`src/rtl/armleocpu_mem_arbiter_pkg.sv`:
```
// Shared command/response encodings and arbiter state definitions for the
// armleocpu memory-side fabric.
package armleocpu_mem_arbiter_pkg;

  localparam int unsigned CMD_WIDTH   = 3;
  localparam int unsigned RESP_WIDTH  = 3;
  localparam int unsigned BURST_WIDTH = 4;

  localparam logic [CMD_WIDTH-1:0] CMD_NONE  = 3'd0;
  localparam logic [CMD_WIDTH-1:0] CMD_READ  = 3'd1;
  localparam logic [CMD_WIDTH-1:0] CMD_WRITE = 3'd2;

  localparam logic [RESP_WIDTH-1:0] RESP_OKAY        = 3'd0;
  localparam logic [RESP_WIDTH-1:0] RESP_SLAVEERROR  = 3'd1;
  localparam logic [RESP_WIDTH-1:0] RESP_DECODEERROR = 3'd2;
  localparam logic [RESP_WIDTH-1:0] RESP_UNKNOWNTYPE = 3'd3;

  typedef enum logic [1:0] {
    ARB_IDLE    = 2'd0,
    ARB_GRANT_D = 2'd1,
    ARB_GRANT_I = 2'd2
  } arb_state_t;

  localparam logic GRANT_SEL_D = 1'b0;
  localparam logic GRANT_SEL_I = 1'b1;

  // A burstcount of zero is a single-beat transfer.
  function automatic logic [BURST_WIDTH-1:0] burst_len(input logic [BURST_WIDTH-1:0] bc);
    return (bc == BURST_WIDTH'(0)) ? BURST_WIDTH'(1) : bc;
  endfunction

endpackage

```
`src/rtl/armleocpu_mem_arbiter.sv`:
```
// Merges the core's data and instruction ports onto one memory port, holding
// the grant for a full burst and routing completions to the granted master.
module armleocpu_mem_arbiter
  import armleocpu_mem_arbiter_pkg::*;
#(
  parameter int unsigned ARB_MODE   = 0,
  parameter int unsigned ADDR_WIDTH = 34,
  parameter int unsigned DATA_WIDTH = 32
) (
  input  logic                    clk,
  input  logic                    rst_n,

  input  logic                    d_transaction,
  input  logic [2:0]              d_cmd,
  input  logic [ADDR_WIDTH-1:0]   d_address,
  input  logic [3:0]              d_burstcount,
  input  logic [DATA_WIDTH-1:0]   d_wdata,
  input  logic [DATA_WIDTH/8-1:0] d_wbyte_enable,
  output logic                    d_transaction_done,
  output logic [2:0]              d_transaction_response,
  output logic [DATA_WIDTH-1:0]   d_rdata,

  input  logic                    i_transaction,
  input  logic [2:0]              i_cmd,
  input  logic [ADDR_WIDTH-1:0]   i_address,
  input  logic [3:0]              i_burstcount,
  input  logic [DATA_WIDTH-1:0]   i_wdata,
  input  logic [DATA_WIDTH/8-1:0] i_wbyte_enable,
  output logic                    i_transaction_done,
  output logic [2:0]              i_transaction_response,
  output logic [DATA_WIDTH-1:0]   i_rdata,

  output logic                    m_transaction,
  output logic [2:0]              m_cmd,
  output logic [ADDR_WIDTH-1:0]   m_address,
  output logic [3:0]              m_burstcount,
  output logic [DATA_WIDTH-1:0]   m_wdata,
  output logic [DATA_WIDTH/8-1:0] m_wbyte_enable,
  input  logic                    m_transaction_done,
  input  logic [2:0]              m_transaction_response,
  input  logic [DATA_WIDTH-1:0]   m_rdata
);

  arb_state_t             state, next_state;
  logic [BURST_WIDTH-1:0] beat_cnt, beat_cnt_next;
  logic                   last_grant, last_grant_next;
  logic                   burst_end_c;

  // State, beat counter and round-robin history.
  always_ff @(posedge clk) begin
    if (!rst_n) begin
      state      <= ARB_IDLE;
      beat_cnt   <= '0;
      last_grant <= GRANT_SEL_I;
    end else begin
      state      <= next_state;
      beat_cnt   <= beat_cnt_next;
      last_grant <= last_grant_next;
    end
  end

  // Final beat or any error response releases the grant.
  assign burst_end_c = m_transaction_done &&
                       ((beat_cnt == BURST_WIDTH'(1)) || (m_transaction_response != RESP_OKAY));

  // Arbitration, request mux and response demux.
  always_comb begin
    next_state             = state;
    beat_cnt_next          = beat_cnt;
    last_grant_next        = last_grant;
    m_transaction          = 1'b0;
    m_cmd                  = '0;
    m_address              = '0;
    m_burstcount           = '0;
    m_wdata                = '0;
    m_wbyte_enable         = '0;
    d_transaction_done     = 1'b0;
    d_transaction_response = '0;
    d_rdata                = '0;
    i_transaction_done     = 1'b0;
    i_transaction_response = '0;
    i_rdata                = '0;

    case (state)
      ARB_IDLE: begin
        // D wins a tie in fixed mode, or in round-robin when I went last.
        if (d_transaction &&
            (!i_transaction || (ARB_MODE != 32'd0) || (last_grant == GRANT_SEL_I))) begin
          next_state      = ARB_GRANT_D;
          beat_cnt_next   = burst_len(d_burstcount);
          last_grant_next = GRANT_SEL_D;
        end else if (i_transaction) begin
          next_state      = ARB_GRANT_I;
          beat_cnt_next   = burst_len(i_burstcount);
          last_grant_next = GRANT_SEL_I;
        end
      end

      ARB_GRANT_D: begin
        m_transaction          = d_transaction;
        m_cmd                  = d_cmd;
        m_address              = d_address;
        m_burstcount           = d_burstcount;
        m_wdata                = d_wdata;
        m_wbyte_enable         = d_wbyte_enable;
        d_transaction_done     = m_transaction_done;
        d_transaction_response = m_transaction_response;
        d_rdata                = m_rdata;
        if (m_transaction_done) beat_cnt_next = beat_cnt - BURST_WIDTH'(1);
        if (burst_end_c) next_state = ARB_IDLE;
      end

      ARB_GRANT_I: begin
        m_transaction          = i_transaction;
        m_cmd                  = i_cmd;
        m_address              = i_address;
        m_burstcount           = i_burstcount;
        m_wdata                = i_wdata;
        m_wbyte_enable         = i_wbyte_enable;
        i_transaction_done     = m_transaction_done;
        i_transaction_response = m_transaction_response;
        i_rdata                = m_rdata;
        if (m_transaction_done) beat_cnt_next = beat_cnt - BURST_WIDTH'(1);
        if (burst_end_c) next_state = ARB_IDLE;
      end

      default: next_state = ARB_IDLE;
    endcase
  end

endmodule
```
`config.mk`:
```
export PLATFORM = sky130hd
export DESIGN_NAME = armleocpu_mem_arbiter
export DESIGN_NICKNAME = d
export VERILOG_FILES = /design/src/rtl/armleocpu_mem_arbiter_pkg.sv /design/src/rtl/armleocpu_mem_arbiter.sv
export SDC_FILE = /design/constraint.sdc
export NUM_CORES = 1
export LEC_CHECK = 0
export CORE_AREA = 2 2 132 134
export CTS_CLUSTER_SIZE = 12
export DETAILED_ROUTE_END_ITERATION = 12
export DIE_AREA = 0 0 134 136
export PLACE_DENSITY = 0.6
export SLEW_MARGIN = 30
export SYNTH_ARGS = -nofsm -noshare
export SYNTH_HDL_FRONTEND = slang
export SYNTH_SLANG_ARGS = --single-unit
```
`constraint.sdc`:
```
create_clock -name clk -period 4.5 [get_ports clk]
set_input_delay 0.675 -clock clk [delete_from_list [all_inputs] [get_ports clk]]
set_output_delay 0.675 -clock clk [all_outputs]
set_load 0.02 [all_outputs]
```
# Word-level counts from Yosys, hierarchy flattened
# Index checks and enable logic that the tools add are counted.
dict set report totals {
  word_cells 49
  inputBits 194
  regBits 7
  out_inout_bits 150
}
dict set report op_classes {
  mux 24
  add_sub_neg 1
  reduce_logical 15
  n_eq_ne 6
}
# operator count
set op_table {}
lappend op_table {{$pmux W34 S2} 1}
lappend op_table {{$mux W32} 2}
lappend op_table {{$pmux W32 S2} 1}
lappend op_table {{$pmux W4 S2} 3}
lappend op_table {{$mux W4} 5}
lappend op_table {{$logic_not A4 Y1} 2}
lappend op_table {{$mux W2} 3}
lappend op_table {{$mux W3} 2}
lappend op_table {{$pmux W3 S2} 1}
lappend op_table {{$eq A4 B1 Y1 const B} 1}
lappend op_table {{$mux W1} 4}
lappend op_table {{$ne A2 B1 Y1 const B} 2}
lappend op_table {{$pmux W2 S2} 1}
lappend op_table {{$reduce_and A2 Y1} 2}
lappend op_table {{$reduce_bool A2 Y1} 2}
lappend op_table {{$sub A4 B1 Y4 const B} 1}
lappend op_table {{$ne A3 B3 Y1 const B} 1}
lappend op_table {{$reduce_and A3 Y1} 1}
lappend op_table {{$reduce_bool A3 Y1} 1}
lappend op_table {{$eq A2 B1 Y1 const B} 1}
lappend op_table {{$eq A2 B2 Y1 const B} 1}
lappend op_table {{$logic_and A1 B1 Y1} 2}
lappend op_table {{$logic_not A2 Y1} 1}
lappend op_table {{$logic_or A1 B1 Y1} 2}
lappend op_table {{other kinds (3)} 3}

# Longest topological paths before layout
# Gate-level depths: netlist of run 1.
dict set report depth {
  word_depth 5
  depth_mapped 8
  ltp_nobuf 6
}

# Least setup slack after synthesis of run 1
# Ideal clock, no wire load.
dict set report synth_timing {
  path_type {register to output}
  start {register state[0]}
  end {output m_address[0]}
  n_path_buf 3
  arrival_time_ns 1.456
  required_ns 3.825
  slack_ns 2.369
  stages_incl_launch_ff 8
  cell_sequence {dfxtp_1 inv_1 ha_1 buf_6 inv_2 buf_2 buf_2 nor2_1}
}
dict set report synth_via {
  elab_chain_cells 2
  word_cells_on_any_way 3
  classes_between {2 x eq/ne; 1 x mux}
}
# element line
set synth_lines {}
lappend synth_lines {{start: declaration} armleocpu_mem_arbiter.sv:44} ;# arb_state_t state, next_state;
lappend synth_lines {{start signal: assignment} armleocpu_mem_arbiter.sv:56} ;# state <= next_state;
lappend synth_lines {{$eq A2 B2 Y1 or $eq A2 B1 Y1 (tied branches)} armleocpu_mem_arbiter.sv:84} ;# case (state)
lappend synth_lines {{$pmux W34 S2 *} armleocpu_mem_arbiter.sv:84}
lappend synth_lines {{end: declaration} armleocpu_mem_arbiter.sv:35} ;# output logic [ADDR_WIDTH-1:0] m_address,
# Mark *: on every way between the ends. The rest lies on a longest branch, timed or not.

# Worst setup path in the final report of run 1
dict set report layout_timing {
  start {register state[0]}
  end {output m_wdata[29]}
}
dict set report layout_via {
  elab_chain_cells 2
  word_cells_on_any_way 3
  classes_between {2 x eq/ne; 1 x mux}
}
# element line
set layout_lines {}
lappend layout_lines {{$eq A2 B2 Y1 or $eq A2 B1 Y1 (tied branches)} armleocpu_mem_arbiter.sv:84}
lappend layout_lines {{$pmux W32 S2 *} armleocpu_mem_arbiter.sv:84}
lappend layout_lines {{end: declaration} armleocpu_mem_arbiter.sv:37} ;# output logic [DATA_WIDTH-1:0] m_wdata,
# Marked as above.

==> results by stage, run 1 <==
Floorplanning:
- The initial core utilization is 0.123.
- The floorplan step set the die height to between 100 and 150 um.
- The area of the die is ~0.018 mm^2.
- After floorplanning, the core was sized to cover about 0.017 mm^2.
- The die is 134 um wide.
- The row count is 48.
- The top-level I/O count is ~340.

Clocking:
- The number of buffers created by CTS is 3.
- Post-CTS repair changed the size of 0 cells.
- TritonCTS built the clock tree.
- In this run the number of H-tree levels came out at 1.
- The tree built by TritonCTS fans out to 7 sinks.
- The clock transition time at the flip-flop clock pins of the worst setup and hold paths is roughly 0.040 ns.
- The number of hold buffers added after cts is 0.
- Buffers added to address setup during post-CTS repair amount to 0.
- The maximum count of clock buffers along a single path is 2.
- The clock latency on the worst-skew pair is 0.23 ns.
- The root buffer cell is sky130_fd_sc_hd__clkbuf_16.

STA:
- Setup repair after global routing left no endpoint under its margin.
- Derived from the worst setup path, the maximum achievable clock frequency is between 0.2 and 0.3 GHz.
- The worst-case headroom to the max-slew limit is 0.494.
- After routing, the total negative slack on setup checks comes to 0 ns.
- The count of final max-slew check failures is 0.
- The largest clock skew in the final design is between 0.001 and 0.0015 ns.
- The clock period minus final worst setup slack is between 3 and 4 ns.
- At the pin with the least slew margin, the transition time is approximately 0.76 ns.
- The setup-violating endpoint count in the final report is 0.
- Of the available clock period, the critical path in the final layout requires 0.761.
- The final number of hold-violating endpoints is 0.

Finish:
- 0 antenna diodes ended up in the layout.
- The post-route cell area is 0.00578 mm^2.
- The layout has 1748 filler cells.
- In the final layout, the share of cells above drive strength 1 is 0.0309.
- Relative to the synthesized area, the layout overhead comes to 179%.
- After the last flow step, the layout net total stands at approximately 850.

Placement:
- The placed instances occupy a cell area of roughly 0.0057 mm^2.
- The number of port buffers is between 300 and 400.
- Detailed placement ended at an HPWL of approximately 11000 um.
- The congestion estimate from routability-driven global placement came to roughly 0.75.

Min path:
- The terminating pin of the worst hold path is beat_cnt[3]$_SDFFE_PN0P_.
- The count of cells along the worst hold path is 2.
- The worst hold path belongs to the class register to register.
- The startpoint identified for the worst hold timing path is beat_cnt[3]$_SDFFE_PN0P_.

Setup path:
- Along the worst path, the maximum fanout reaches 43.
- Setup slack on the worst reg-to-reg path comes out at between 2 and 2.5 ns.
- Walking the worst path, the cells encountered are inv_1 -> ha_1 -> inv_2 -> buf_12 -> nor2_1 -> clkdlybuf4s50_1.
- The cell with the biggest individual delay on the critical path is sky130_fd_sc_hd__inv_2.
- The delay contributed by the slowest stage of the critical path is between 0.6 and 0.7 ns.
- STA classifies the critical path endpoint as a primary output.
- The endpoint identified for the worst register-to-register timing path is beat_cnt[2]$_SDFFE_PN0P_.
- By startpoint and endpoint, the worst setup path is classified as register to primary output.
- The number of cells traversed by the worst register-to-register path is 6.
- The worst register-to-register path begins at state[0]$_SDFFE_PN0P_.
- The critical path data arrival time is ~2.8 ns.
- The worst endpoint required time is roughly 3.8 ns.
- The category of the worst setup path launch point is a register.

Global routing:
- The global-route usage over all layers is 0.133.
- The first global-routing pass estimated 19600 um of wire.
- The number of antenna violations at the first check in global routing came to 0.
- Summed over all layers, the global routing overflow is 0.
- Entering global routing, the biggest net connects 59 pins.
- The number of global-route vias before repair came to about 3500.

Routing:
- Dividing the detail-routed via count by the number of cells gives around 4.2.
- After detailed routing, the number of remaining DRC violations is 0.
- The pre-antenna-repair detailed-routing pass consisted of 6 iterations.
- The number of design-rule violations left by the first detailed-router iteration is approximately 180.
- The final layout contains routed wiring with a total length of 13400 um.
- The total number of vias is between 3000 and 4000.
- The wire length per cell is ~15 um.
- The antenna violation net count after detailed routing is 0.

Power:
- The leakage power of the design is 1.96 nW.
- The design internal power is between 0.6 and 0.7 mW.
- The switching power summed over all nets is 0.457 mW.
- Of the total power, the share spent switching nets is 0.427.
- The share of total power dissipated in the clock network is 0.145.
- Dividing total power by cell area gives a power density of between 150 and 200 mW/mm^2.
- The combinational share of power is 0.771.
- The worst-case IR drop observed on VDD is roughly 110 uV.
- The relative contribution of sequential cells to total power is 0.085.

Logic synthesis:
- sky130_fd_sc_hd__nor2_1 is the most common cell in the netlist.
- The combined area of all synthesized cells is approximately 0.0021 mm^2.
- The commonest cells after synthesis are sky130_fd_sc_hd__nor2_1 (79), sky130_fd_sc_hd__a22oi_1 (78), sky130_fd_sc_hd__and2_1 (72), sky130_fd_sc_hd__clkbuf_1 (17), sky130_fd_sc_hd__buf_2 (15).
- Synthesis instantiated 40 different standard cells from the library.
- Yosys attributes the largest share of cell area to sky130_fd_sc_hd__a22oi_1 (28%), sky130_fd_sc_hd__and2_1 (22%), sky130_fd_sc_hd__nor2_1 (14%).
- Of the post-synthesis cell area, the dominant cell type holds 0.282.
- The most used flip-flop cell after synthesis is sky130_fd_sc_hd__dfxtp_1.
- For this run, asynchronously set or reset flops after synthesis account for 0.
- The share of the Yosys chip area taken by registers is 0.0676.
- When the netlist entered floorplanning its net count stood at around 530.
- The number of enable flip-flop cells after synthesis is 0.
- The number of warnings issued by yosys is 0.
- Summed over all instances, the cell type with the most area after synthesis is sky130_fd_sc_hd__a22oi_1.
- Counting flops and latches in the post-synthesis netlist gives 7.
- The average instance area after synthesis is ~6.2 um^2.
- Counting every instance in the synthesized netlist gives between 300 and 400.

Run status:
- The run finished with clean final reports.

Flow run:
- The number of violations of the max-capacitance limit is 0.
per-layer routing:
metal | vias up | part of all wire | global-route usage
li1 | 1799 | - | -
met1 | 1636 | 0.39 | 0.168
met3 | 13 | 0.097 | 0.0283
met5 | - | 0 | 0
met4 | 0 | 0.013 | 0.0248
met2 | 218 | 0.50 | 0.235
area by class of cell:
| cell class | instances | area [um^2] | share of cell area |
|---|---|---|---|
| clock buffer | 4 | 78.8 | 0.0136 |
| inverter | 7 | 26.3 | 0.00455 |
| multi-input combinational | 281 | 1750 | 0.302 |
| sequential | 7 | 140 | 0.0242 |
| tap | 225 | 282 | 0.0487 |
| timing repair buffer | 348 | 3510 | 0.607 |
worst max-delay path by stage:
stage | slack, ns | cells after the start | startpoint | to
floorplan | 2.37 | 7 | state[0]$_SDFFE_PN0P_ | m_address[0]
global placement | 1.33 | 6 | state[0]$_SDFFE_PN0P_ | m_address[12]
detailed placement | 1.32 | 6 | state[0]$_SDFFE_PN0P_ | m_wdata[21]
CTS | 1.06 | 6 | state[0]$_SDFFE_PN0P_ | m_wdata[21]
global route | 0.93 | 6 | state[0]$_SDFFE_PN0P_ | m_wdata[26]
finish | 1.07 | 6 | state[0]$_SDFFE_PN0P_ | m_wdata[29]
sequential cells by signal, indices dropped and copies added, names as in the netlist:
signal	cells
beat_cnt	4
last_grant	1
state	2
stage by stage:
stage | power (mW) | instances | setup slack (ns) | utilization | hold slack (ns)
floorplan | 0.500 | 332 | 2.37 | - | 0.459
global placement | 0.920 | 868 | 1.33 | 0.338 | 0.483
detailed placement | 0.919 | 868 | 1.32 | 0.338 | 0.488
CTS | 1.08 | 872 | 1.06 | 0.343 | 0.494
global route | 1.14 | 872 | 0.933 | 0.343 | 0.505
finish | 1.07 | 872 | 1.07 | 0.343 | 0.496
power groups by stage:
| stage | clock network (mW) | logic [mW] | registers (mW) |
|---|---|---|---|
| 2_1_floorplan | 0 | 0.414 | 0.0860 |
| 3_3_place_gp | 0 | 0.829 | 0.0909 |
| 3_5_place_dp | 0 | 0.828 | 0.0908 |
| 4_1_cts | 0.158 | 0.832 | 0.0898 |
| 5_1_grt | 0.161 | 0.888 | 0.0918 |
| 6_report | 0.155 | 0.825 | 0.0904 |
cells in the final DEF (no fill, tap or decap), drive strengths merged:
master,netlist,layout
nand2,7,7
o41ai,2,2
buf,20,5
and3,3,3
mux2i,1,1
nor4,1,1
o21ai,3,3
clkbuf,17,4
a21oi,5,5
dfxtp,7,7
nand2b,1,1
o2bb2ai,2,2
a22oi,78,78
nand3,2,2
nor3b,2,2
o311ai,1,1
a21boi,4,4
a211o,1,1
o22ai,1,1
or2,2,2
clkdlybuf4s50,0,343
ha,5,5
a311oi,1,1
inv,7,7
and2,72,72
nor3,4,4
nor2,80,80
o2111ai,1,1
a211oi,1,1
and4,1,1
critical path: cells and delay by family, from the launching register on:
kind          cells  cell delay [ns]
buf+inv           4             1.58
fa+ha+maj         1             0.44
flops             1             0.38
simple gates      1             0.08
cell families (layout without fill, tap and decap cells):
family / after synthesis / in the layout / synth area share
adder cells (fa/ha/maj): 5 / 5 / 0.0302
multiplexers: 1 / 1 / 0.00663
buffers and inverters: 44 / 359 / 0.103
AND/OR/NAND/NOR: 175 / 175 / 0.429
flip-flops: 7 / 7 / 0.0675
AO/OA/AOI/OAI: 100 / 100 / 0.364
Note: power is estimated with default switching activity, not from simulation.
==> inputs of run 2 (changes only) <==
Settings changed: CORE_AREA 2 2 132 134 to 2 2 134 136, DIE_AREA 0 0 134 136 to 0 0 136 138, PLACE_DENSITY 0.6 to 0.59.
Clock period 4.5 ns to 3.3 ns, I/O delays scaled along.
==> run 2 against run 1 <==
  * Critical path type unchanged
  * Sequential power rose by 36%
  * Clock skew decreased by 0.00053 ns
  * Die area rose by 3.0%
  * Cell count increased by 0.80%
  * Hold slack got worse by 0.0028 ns
  * Critical endpoint is now m_wdata[25]
==> results by stage, run 2 (synthesized netlist as in run 1, its figures left out) <==
Routing:
- The routed via count divided by cell count is 4.17 (-0.80%).
- The number of iterations in the first detailed-routing pass is 6 (unchanged).
- The total number of vias came to 3666 (unchanged).
- The final routed DRC violation total is 0 (unchanged).
- The antenna violation net count after detailed routing is 0 (unchanged).
- The number of design-rule violations left by the first detailed-router iteration is 170 (-4.0%).
- The final routed wirelength across all metal layers is 13800 um (+2.8%).
- The wire length per cell is 15.7 um (+1.9%).

Power:
- The highest ir drop seen on vdd is 172 uV (+59%).
- The total design power is 1.46 mW (+36%).
- The leakage power of the design is 1.97 nW (+0.43%).
- The power density relative to cell area is 251 mW/mm^2 (+36%).

STA:
- The setup-violating endpoint count in the final report is 0 (unchanged).
- The clock period minus final worst setup slack is just under 3 ns.
- The setup TNS after final layout came to 0 ns (unchanged).
- The final number of hold-violating endpoints came to 0 (unchanged).
- The worst-case headroom to the max-slew limit was 0.651 (+0.156).
- The largest clock skew in the final design is 0.000683 ns (-0.000531 ns).
- Timing would allow up to approximately 0.34 GHz.
- The count of final max-slew check failures came to 0 (unchanged).
- The transition at the pin with the smallest max-transition slack is 0.524 ns (-0.233 ns).
- The final cycle utilization of the critical path is 0.887.
- Setup repair after global routing left no endpoint under its margin.
- The final worst slack is 0.373 ns (-0.701 ns).

Setup path:
- The critical path data arrival time is 2.43 ns (-0.32 ns).
- The category of the worst setup path launch point is a register.
- The minimum setup slack among reg-to-reg paths is 1.35 ns (-0.93 ns).
- STA classifies the critical path endpoint as a primary output.
- The number of cells traversed by the worst register-to-register path is 7 (+1).
- The worst endpoint required time is 2.80 ns (-1.03 ns).
- The maximum fanout count along the critical path was 84 (+95%).
- The type of the setup path with the least slack is register to primary output.

Placement:
- The number of port buffers was 343 (unchanged).
- The post-DP HPWL is 11300 um (+3.8%).
- The routability congestion estimate from global placement is 0.815 (+8.4%).
- The post-placement worst setup slack was 0.656 ns (-0.660 ns).

Floorplanning:
- The chip height was 138 um (+1.5%).
- The core region area is 0.0175 mm^2 (+3.9%).
- The row count is 49 (+2.1%).
- The die width is 136 um (+1.5%).
- The area of the die is 0.0188 mm^2 (+3.0%).
- The top-level I/O count is 344 (unchanged).
- The initial core utilization is 0.118 (-0.00461).

Clocking:
- The maximum count of clock buffers along a single path came to 2 (unchanged).
- The number of buffers created by CTS was 3 (unchanged).
- The post-cts repair resize count is 0 (unchanged).
- The clock latency on the worst-skew pair came to 0.23 ns (about the same).
- The root buffer cell is sky130_fd_sc_hd__clkbuf_16.
- The number of clock sinks is 7 (unchanged).
- The deepest level of the CTS H-tree is 1 (unchanged).
- TritonCTS built the clock tree.
- The number of hold buffers added after cts is 0 (unchanged).
- The clock transition time at the flip-flop clock pins of the worst setup and hold paths came to 0.04 ns (about the same).
- The number of buffers added for setup after CTS came to 0 (unchanged).

Finish:
- The core utilization of the finished layout is 0.331 (-0.0111).
- In the layout the commonest cells are sky130_fd_sc_hd__clkdlybuf4s50_1 (343), sky130_fd_sc_hd__nor2_1 (79), sky130_fd_sc_hd__a22oi_1 (78), sky130_fd_sc_hd__and2_1 (72).
- Leaving out fill and tap cells, the most frequent cell in the layout is sky130_fd_sc_hd__clkdlybuf4s50_1.
- The flip-flop count of the largest register, all copies and words added came to 4 (unchanged).
- The proportion of layout cells with a drive suffix above 1 is 0.0324 (+0.00150).
- The largest registers in the layout are beat_cnt: 4 flops, state: 2 flops, last_grant: 1 flops.
- The signed area change from the synthesized netlist to the final layout is 180%.
- The register cell area after layout came to 140 um^2 (unchanged).
- The register with the most flip-flops in the final layout is beat_cnt.
- The number of nets at the end of the flow was 848 (+0.12%).
- The multi-input gate area in the final layout came to 0.00175 mm^2 (unchanged).
- The filler cell count is 1889 (+8.1%).

Min path:
- The classification of the worst-slack hold path is register to register.
- The count of cells along the worst hold path is 2 (unchanged).

Global routing:
- The number of global-route vias before repair is 3681 (+6.5%).
- The total congestion overflow after global routing came to 0 (unchanged).
- The number of antenna violations at the first check in global routing is 2 (+2).
- The maximum number of pins on one net before global-route repair is 85 (+44%).
- The global-route wire length before repair was 20700 um (+5.7%).
- The global-route usage over all layers came to 0.138 (+0.00502).

Run status:
- The run finished with clean final reports.

Flow run:
- The number of violations of the max-capacitance limit was 0 (unchanged).
[run 2: per-stage QoR]
stage / hold slack [ns] / std cells / cell area, um^2
2_1_floorplan: 0.459 / 332 / 2070
3_5_place_dp: 0.490 / 873 / 5730
3_3_place_gp: 0.488 / 873 / 5730
5_1_grt: 0.510 / 879 / 5810
6_report: 0.494 / 879 / 5810
4_1_cts: 0.495 / 877 / 5810
[run 2: worst max-delay path, cell delays in order (launching register included)]
cell                              delay [ns]
sky130_fd_sc_hd__dfxtp_1                0.39
sky130_fd_sc_hd__inv_1                  0.11
sky130_fd_sc_hd__ha_1                   0.49
sky130_fd_sc_hd__inv_2                  0.08
sky130_fd_sc_hd__buf_12                 0.19
sky130_fd_sc_hd__nor2_1                 0.20
sky130_fd_sc_hd__clkdlybuf4s50_1        0.65
[run 2: layout make-up]
type,instances,share of cell area
inverters,7,0.00452
multi-input cells,281,0.300
well taps,229,0.0493
flip-flops and latches,7,0.0241
repair buffers,349,0.607
clock buffers,4,0.0136
diodes,2,0.000861
[run 2: final timing paths]
path,start,endpoint
worst max-delay path,state[1]$_SDFFE_PN0P_,m_wdata[25]
worst min-delay path,beat_cnt[3]$_SDFFE_PN0P_,beat_cnt[3]$_SDFFE_PN0P_
worst max register to register,state[1]$_SDFFE_PN0P_,beat_cnt[2]$_SDFFE_PN0P_
worst min register to register,beat_cnt[3]$_SDFFE_PN0P_,beat_cnt[3]$_SDFFE_PN0P_
[run 2: per-layer routing]
layer  up-vias  routed length (um)  GRT usage
li1       1803                   -          -
met1      1635                5610      0.170
met2       210                6720      0.244
met3        18                1180     0.0242
met4         0                 258     0.0406
met5         -                   0          0
[run 2: power breakdown]
part | internal (mW) | switching [mW] | total [mW]
sequential | 0.102 | 0.0209 | 0.123
combinational | 0.577 | 0.550 | 1.13
clock | 0.161 | 0.0472 | 0.208
